$ cat src/rtl/pipe_hit_scanner.sv
// Per-frame obstacle scanner: walks the five on-screen slots one per clock,
// flagging pipe collisions, collecting coins once per pipe, and counting passes.
module pipe_hit_scanner #(
  parameter int unsigned BIRD_X   = 100,
  parameter int unsigned BIRD_W   = 20,
  parameter int unsigned BIRD_H   = 20,
  parameter int unsigned PIPE_W   = 40,
  parameter int unsigned COIN_OFF = 10,
  parameter int unsigned COIN_SZ  = 16
) (
  input  logic        clk,
  input  logic        reset,
  input  logic        frame_tick,
  input  logic [9:0]  bird_y,
  input  logic [49:0] pipe_x,
  input  logic [49:0] edge_t,
  input  logic [49:0] edge_b,
  input  logic [49:0] coin_y,
  output logic        busy,
  output logic        done,
  output logic        hit,
  output logic        coin_pulse,
  output logic [7:0]  coin_count,
  output logic [7:0]  pass_count
);

  localparam logic [10:0] L_BX = 11'(BIRD_X);
  localparam logic [10:0] L_BW = 11'(BIRD_W);
  localparam logic [10:0] L_BH = 11'(BIRD_H);
  localparam logic [10:0] L_PW = 11'(PIPE_W);
  localparam logic [10:0] L_CO = 11'(COIN_OFF);
  localparam logic [10:0] L_CS = 11'(COIN_SZ);

  typedef enum logic [1:0] {S_IDLE, S_SCAN, S_REPORT, S_HALT} state_t;

  state_t      r_state, w_state_next;
  logic [2:0]  r_idx;
  logic [4:0]  r_taken, r_passed;
  logic [9:0]  r_last_x [5];
  logic        r_f_hit;
  logic [2:0]  r_f_coins;
  logic        r_hit;
  logic [7:0]  r_coin_count, r_pass_count;

  logic [9:0]  w_px [5];
  logic [9:0]  w_pt [5];
  logic [9:0]  w_pb [5];
  logic [9:0]  w_pc [5];

  genvar gi;
  generate
    for (gi = 0; gi < 5; gi++) begin : g_slot
      assign w_px[gi] = pipe_x[10*gi +: 10];
      assign w_pt[gi] = edge_t[10*gi +: 10];
      assign w_pb[gi] = edge_b[10*gi +: 10];
      assign w_pc[gi] = coin_y[10*gi +: 10];
    end
  endgenerate

  // Everything widened to 11 bits so sums of 10-bit coordinates never wrap.
  logic [10:0] w_x, w_t, w_b, w_cy, w_by, w_cx;
  logic        w_new, w_taken_eff, w_passed_eff;
  logic        w_hov, w_vhit, w_coin, w_pass;
  logic [8:0]  w_coin_sum;

  assign w_x  = {1'b0, w_px[r_idx]};
  assign w_t  = {1'b0, w_pt[r_idx]};
  assign w_b  = {1'b0, w_pb[r_idx]};
  assign w_cy = {1'b0, w_pc[r_idx]};
  assign w_by = {1'b0, bird_y};
  assign w_cx = w_x + L_CO;

  // A pipe whose x moved right has respawned, so its per-slot history is stale.
  assign w_new        = w_px[r_idx] > r_last_x[r_idx];
  assign w_taken_eff  = r_taken[r_idx]  & ~w_new;
  assign w_passed_eff = r_passed[r_idx] & ~w_new;

  assign w_hov  = (w_x < L_BX + L_BW) && (w_x + L_PW > L_BX);
  assign w_vhit = (w_by < w_t) || (w_by + L_BH > w_b);
  assign w_coin = (w_cy != 11'd0) && !w_taken_eff &&
                  (w_cx < L_BX + L_BW) && (w_cx + L_CS > L_BX) &&
                  (w_by < w_cy + L_CS) && (w_by + L_BH > w_cy);
  assign w_pass = (w_x + L_PW <= L_BX) && !w_passed_eff;

  assign w_coin_sum = {1'b0, r_coin_count} + {6'd0, r_f_coins};

  always_ff @(posedge clk) begin
    if (!reset) r_state <= S_IDLE;
    else        r_state <= w_state_next;
  end

  always_comb begin
    w_state_next = r_state;
    busy         = 1'b0;
    done         = 1'b0;
    coin_pulse   = 1'b0;
    case (r_state)
      S_IDLE:   if (frame_tick) w_state_next = S_SCAN;
      S_SCAN: begin
        busy = 1'b1;
        if (r_idx == 3'd4) w_state_next = S_REPORT;
      end
      S_REPORT: begin
        busy         = 1'b1;
        done         = 1'b1;
        coin_pulse   = (r_f_coins != 3'd0);
        w_state_next = r_f_hit ? S_HALT : S_IDLE;
      end
      S_HALT:   w_state_next = S_HALT;
      default:  w_state_next = S_IDLE;
    endcase
  end

  always_ff @(posedge clk) begin
    if (!reset) begin
      r_idx        <= 3'd0;
      r_taken      <= 5'd0;
      r_passed     <= 5'd0;
      r_f_hit      <= 1'b0;
      r_f_coins    <= 3'd0;
      r_hit        <= 1'b0;
      r_coin_count <= 8'd0;
      r_pass_count <= 8'd0;
      for (int i = 0; i < 5; i++) r_last_x[i] <= 10'd0;
    end else begin
      case (r_state)
        S_IDLE: begin
          if (frame_tick) begin
            r_idx     <= 3'd0;
            r_f_hit   <= 1'b0;
            r_f_coins <= 3'd0;
          end
        end
        S_SCAN: begin
          r_idx            <= r_idx + 3'd1;
          r_last_x[r_idx]  <= w_px[r_idx];
          r_taken[r_idx]   <= w_taken_eff | w_coin;
          r_passed[r_idx]  <= w_passed_eff | w_pass;
          if (w_hov && w_vhit) r_f_hit <= 1'b1;
          if (w_coin) r_f_coins <= r_f_coins + 3'd1;
          if (w_pass && r_pass_count != 8'hFF) r_pass_count <= r_pass_count + 8'd1;
        end
        S_REPORT: begin
          r_coin_count <= w_coin_sum[8] ? 8'hFF : w_coin_sum[7:0];
          if (r_f_hit) r_hit <= 1'b1;
        end
        default: ;
      endcase
    end
  end

  assign hit        = r_hit;
  assign coin_count = r_coin_count;
  assign pass_count = r_pass_count;

endmodule

$ cat config.mk
export PLATFORM = sky130hd
export DESIGN_NAME = pipe_hit_scanner
export DESIGN_NICKNAME = d
export VERILOG_FILES = /design/src/rtl/pipe_hit_scanner.sv
export SDC_FILE = /design/constraint.sdc
export NUM_CORES = 1
export LEC_CHECK = 0
export BUFFER_PORTS_ARGS = -buffer_cell sky130_fd_sc_hd__clkbuf_2
export CAP_MARGIN = 20
export CORE_MARGIN = 2
export CORE_UTILIZATION = 50
export DETAILED_ROUTE_END_ITERATION = 7
export PLACE_DENSITY = 0.85
export RECOVER_POWER = 50
export SYNTH_ARGS = -nofsm -noshare
export SYNTH_HDL_FRONTEND = slang
export SYNTH_SLANG_ARGS = --single-unit
$ cat constraint.sdc
create_clock -name clk -period 5.37 [get_ports clk]
set_input_delay 0.8055 -clock clk [delete_from_list [all_inputs] [get_ports clk]]
set_output_delay 0.8055 -clock clk [all_outputs]
set_load 0.01 [all_outputs]
==> impl_results.md <==
* Outcome: completed
* H-tree depth at 4
* CTS Sinks at 119
* Overflow after GRT at 0
* Critical path class: flop to flop
* Die H at 136.7 um
* Hold crit path type: flop to flop
* DRC viols at 0
* Yosys reg bits at 119
* Multi-input logic area at 5243 sq um
* Synth Warn # at 0
* Clk Latency, worst-skew pair at 0.42 ns
* Initial Utilization at 51.10%
* Syn Nets at 1150
* Minimum clock period at 4.803 ns
* Mapped Cells at 867
* Cell row count at 48
* Ant. Diodes at 0
* Design Power at 4.156 mW
* Post-cts hold buffer count at 0
* Fillers at 1401
* Most common cell in the netlist: nor2_1
* Ports at 233
* Setup TNS at 0 ns
* Cts repair resizes at 0
* Final setup viols at 0
* Area leader, netlist: edfxtp_1
* Post-CTS Setup Bufs at 0
* Core Region at 17240 sq um
* Netlist Area Pre-Place at 8808 sq um
* Period utilisation layout at 89.44%
* Port Buffers at 232
* CTS tree: done
* Vias/cell at 6.189
* Async SR Flop Fraction at 0%
* Crit path arrival time at 5.07 ns
* Synth unique cells at 85
* Final hold vios at 0
* Initial DRT Pass Iterations at 5
* Rel. slew slack at 9.349%
* EDFF count, synth at 80
* Global-route wire length before repair at 42420 um
* Post-route antenna net violation count at 0
* Leakage at 4.334 nW
* Final Util at 62.09%
* Post-synth top area share at 27.27%
* Net count, final at 1369
* Final Skew at 0.01150 ns
* Initial antenna violation count at 0
* Layout area overhead at 21.51%
* Detailed Route Iter0 Violations at 813
* MaxCap Viol Count at 0
* Root Driver: clkbuf_16
* Hpwl dp at 20430 um
* CP Capture Type: flop
* Power per cell area at 388.3 nW/um^2
* FF+latch area at 3187 sq um
* DR WL/cell at 20.46 um
* Syn avg cell area at 10.16 sq um
* Total clock buffers created by CTS at 17
* Final Non-Filler Cells at 1324
* Vias at 8194
* Pin count of the biggest net entering global routing at 41
* Min setup slack post-route at 0.5673 ns
* Crit path max fanout at 37
* Max Fclk at 208.2 MHz
* GRT Total Usage at 29.86%
* WP data required at 5.63 ns
* Clock buffer depth at 2
* Placer Congestion at 0.9556
* Commonest cells post-synth: nor2_1 (101), edfxtp_1 (80), ha_1 (69)
* Peak VDD IR at 0.2249 mV
* Worst Setup Start Kind: flop
* Die Wd at 136.7 um
* Post-synth top flop: edfxtp_1
* Drt total wl at 27090 um
* Full die area at 18700 sq um
* Unrepaired setup endpoints after global routing: no
* Clock transition at path regs at 0.06 ns
* Slew Limit Fails at 0
* Vias in the first global route at 8117
* Place WS at 0.9147 ns
* Worst Max-Slew Pin Slew at 1.360 ns
* Largest cells by area after synthesis: edfxtp_1 (27%), ha_1 (9.8%), dfxtp_1 (8.9%)
* Share of cells above drive strength 1 at 29.85%
* Seq/Total Area, Yosys at 36.14%
* Cells after DPL at 1291
through the flow:
step / instance area [sq um] / hold WS [ns]
after detailed placement: 10140 / 0.4924
after floorplan: 8808 / 0.4748
after CTS: 10750 / 0.5001
final: 10700 / 0.4990
after global routing: 10700 / 0.5216
after global placement: 10140 / 0.4838
per-layer routing:
layer / routed length (um) / track usage [%]
met1: 10010 / 34.55
met2: 14040 / 52.83
met3: 1998 / 6.296
met4: 1037 / 13.60
met5: 0 / 0
final cells by class:
| class | count | share of cell area (%) |
|---|---|---|
| multi-input cells | 663 | 48.98 |
| flip-flops and latches | 119 | 29.78 |
| repair buffers | 250 | 11.75 |
| clock buffers | 17 | 3.975 |
| well taps | 225 | 2.630 |
| clock inverters | 15 | 1.637 |
| inverters | 35 | 1.251 |
cell families (layout without fill, tap and decap cells):
kind of cell             Yosys count  after routing  synth area share (%)
AND/OR/NAND/NOR                  250            250                 13.92
buffers and inverters             85            317                 4.389
XOR/XNOR                          26             26                 2.585
flip-flops                       119            119                 36.14
adder cells (fa/ha/maj)           70             70                 10.03
AO/OA/AOI/OAI                    233            233                 18.88
multiplexers                      84             84                 14.06
worst max-delay path: stages, from the launching register on:
cell and delay [ns]:
dfxtp_2 0.82, nor2_1 0.19, a32o_1 0.34, nor2_1 0.43
inv_1 0.38, ha_1 0.37, a21oi_1 0.40, xnor2_1 0.21
ha_1 0.24, nand4b_1 0.11, o21ai_0 0.10, a311o_1 0.38
o211ai_2 0.38, a31o_1 0.21, a31oi_1 0.07
cell usage in the layout, fill, tap and decap left out, types with 14 or more instances in the layout:
| cell type | n |
|---|---|
| a21oi_1 | 68 |
| a22oi_1 | 23 |
| buf_4 | 14 |
| clkbuf_1 | 23 |
| clkbuf_16 | 17 |
| clkbuf_2 | 213 |
| dfxtp_1 | 36 |
| edfxtp_1 | 80 |
| ha_1 | 69 |
| inv_1 | 33 |
| mux2_2 | 17 |
| mux2i_1 | 36 |
| mux4_2 | 29 |
| nand2_1 | 33 |
| nand3_1 | 26 |
| nor2_1 | 102 |
| nor3_1 | 17 |
| o21ai_0 | 28 |
| o22a_1 | 14 |
| xnor2_1 | 20 |
report_power, final:
part	internal (mW)	leakage (nW)	total, mW	switching (mW)
Clock	0.730	0.287	1.17	0.437
Sequential	1.08	1.11	1.15	0.0754
Combinational	0.765	2.94	1.84	1.07
Total	2.57	4.33	4.16	1.58
worst paths after layout:
check                               endpoint  slack [ns]  cells past startpoint  startpoint
worst min-delay path                     hit        0.50                      2         hit
worst max register to register  r_f_coins[2]        0.57                     14    r_idx[1]
worst min register to register           hit        0.50                      2         hit
worst max-delay path            r_f_coins[2]        0.57                     14    r_idx[1]
sequential cells by signal (all words and copies together), names as in the netlist, named ones only:
signal and cells:
r_last_x 80, r_idx 3, r_f_hit 1, coin_count 8
hit 1, r_state 2, r_passed 5, r_f_coins 3
r_taken 5, pass_count 8
No activity file was read; power rests on OpenSTA's default activity.
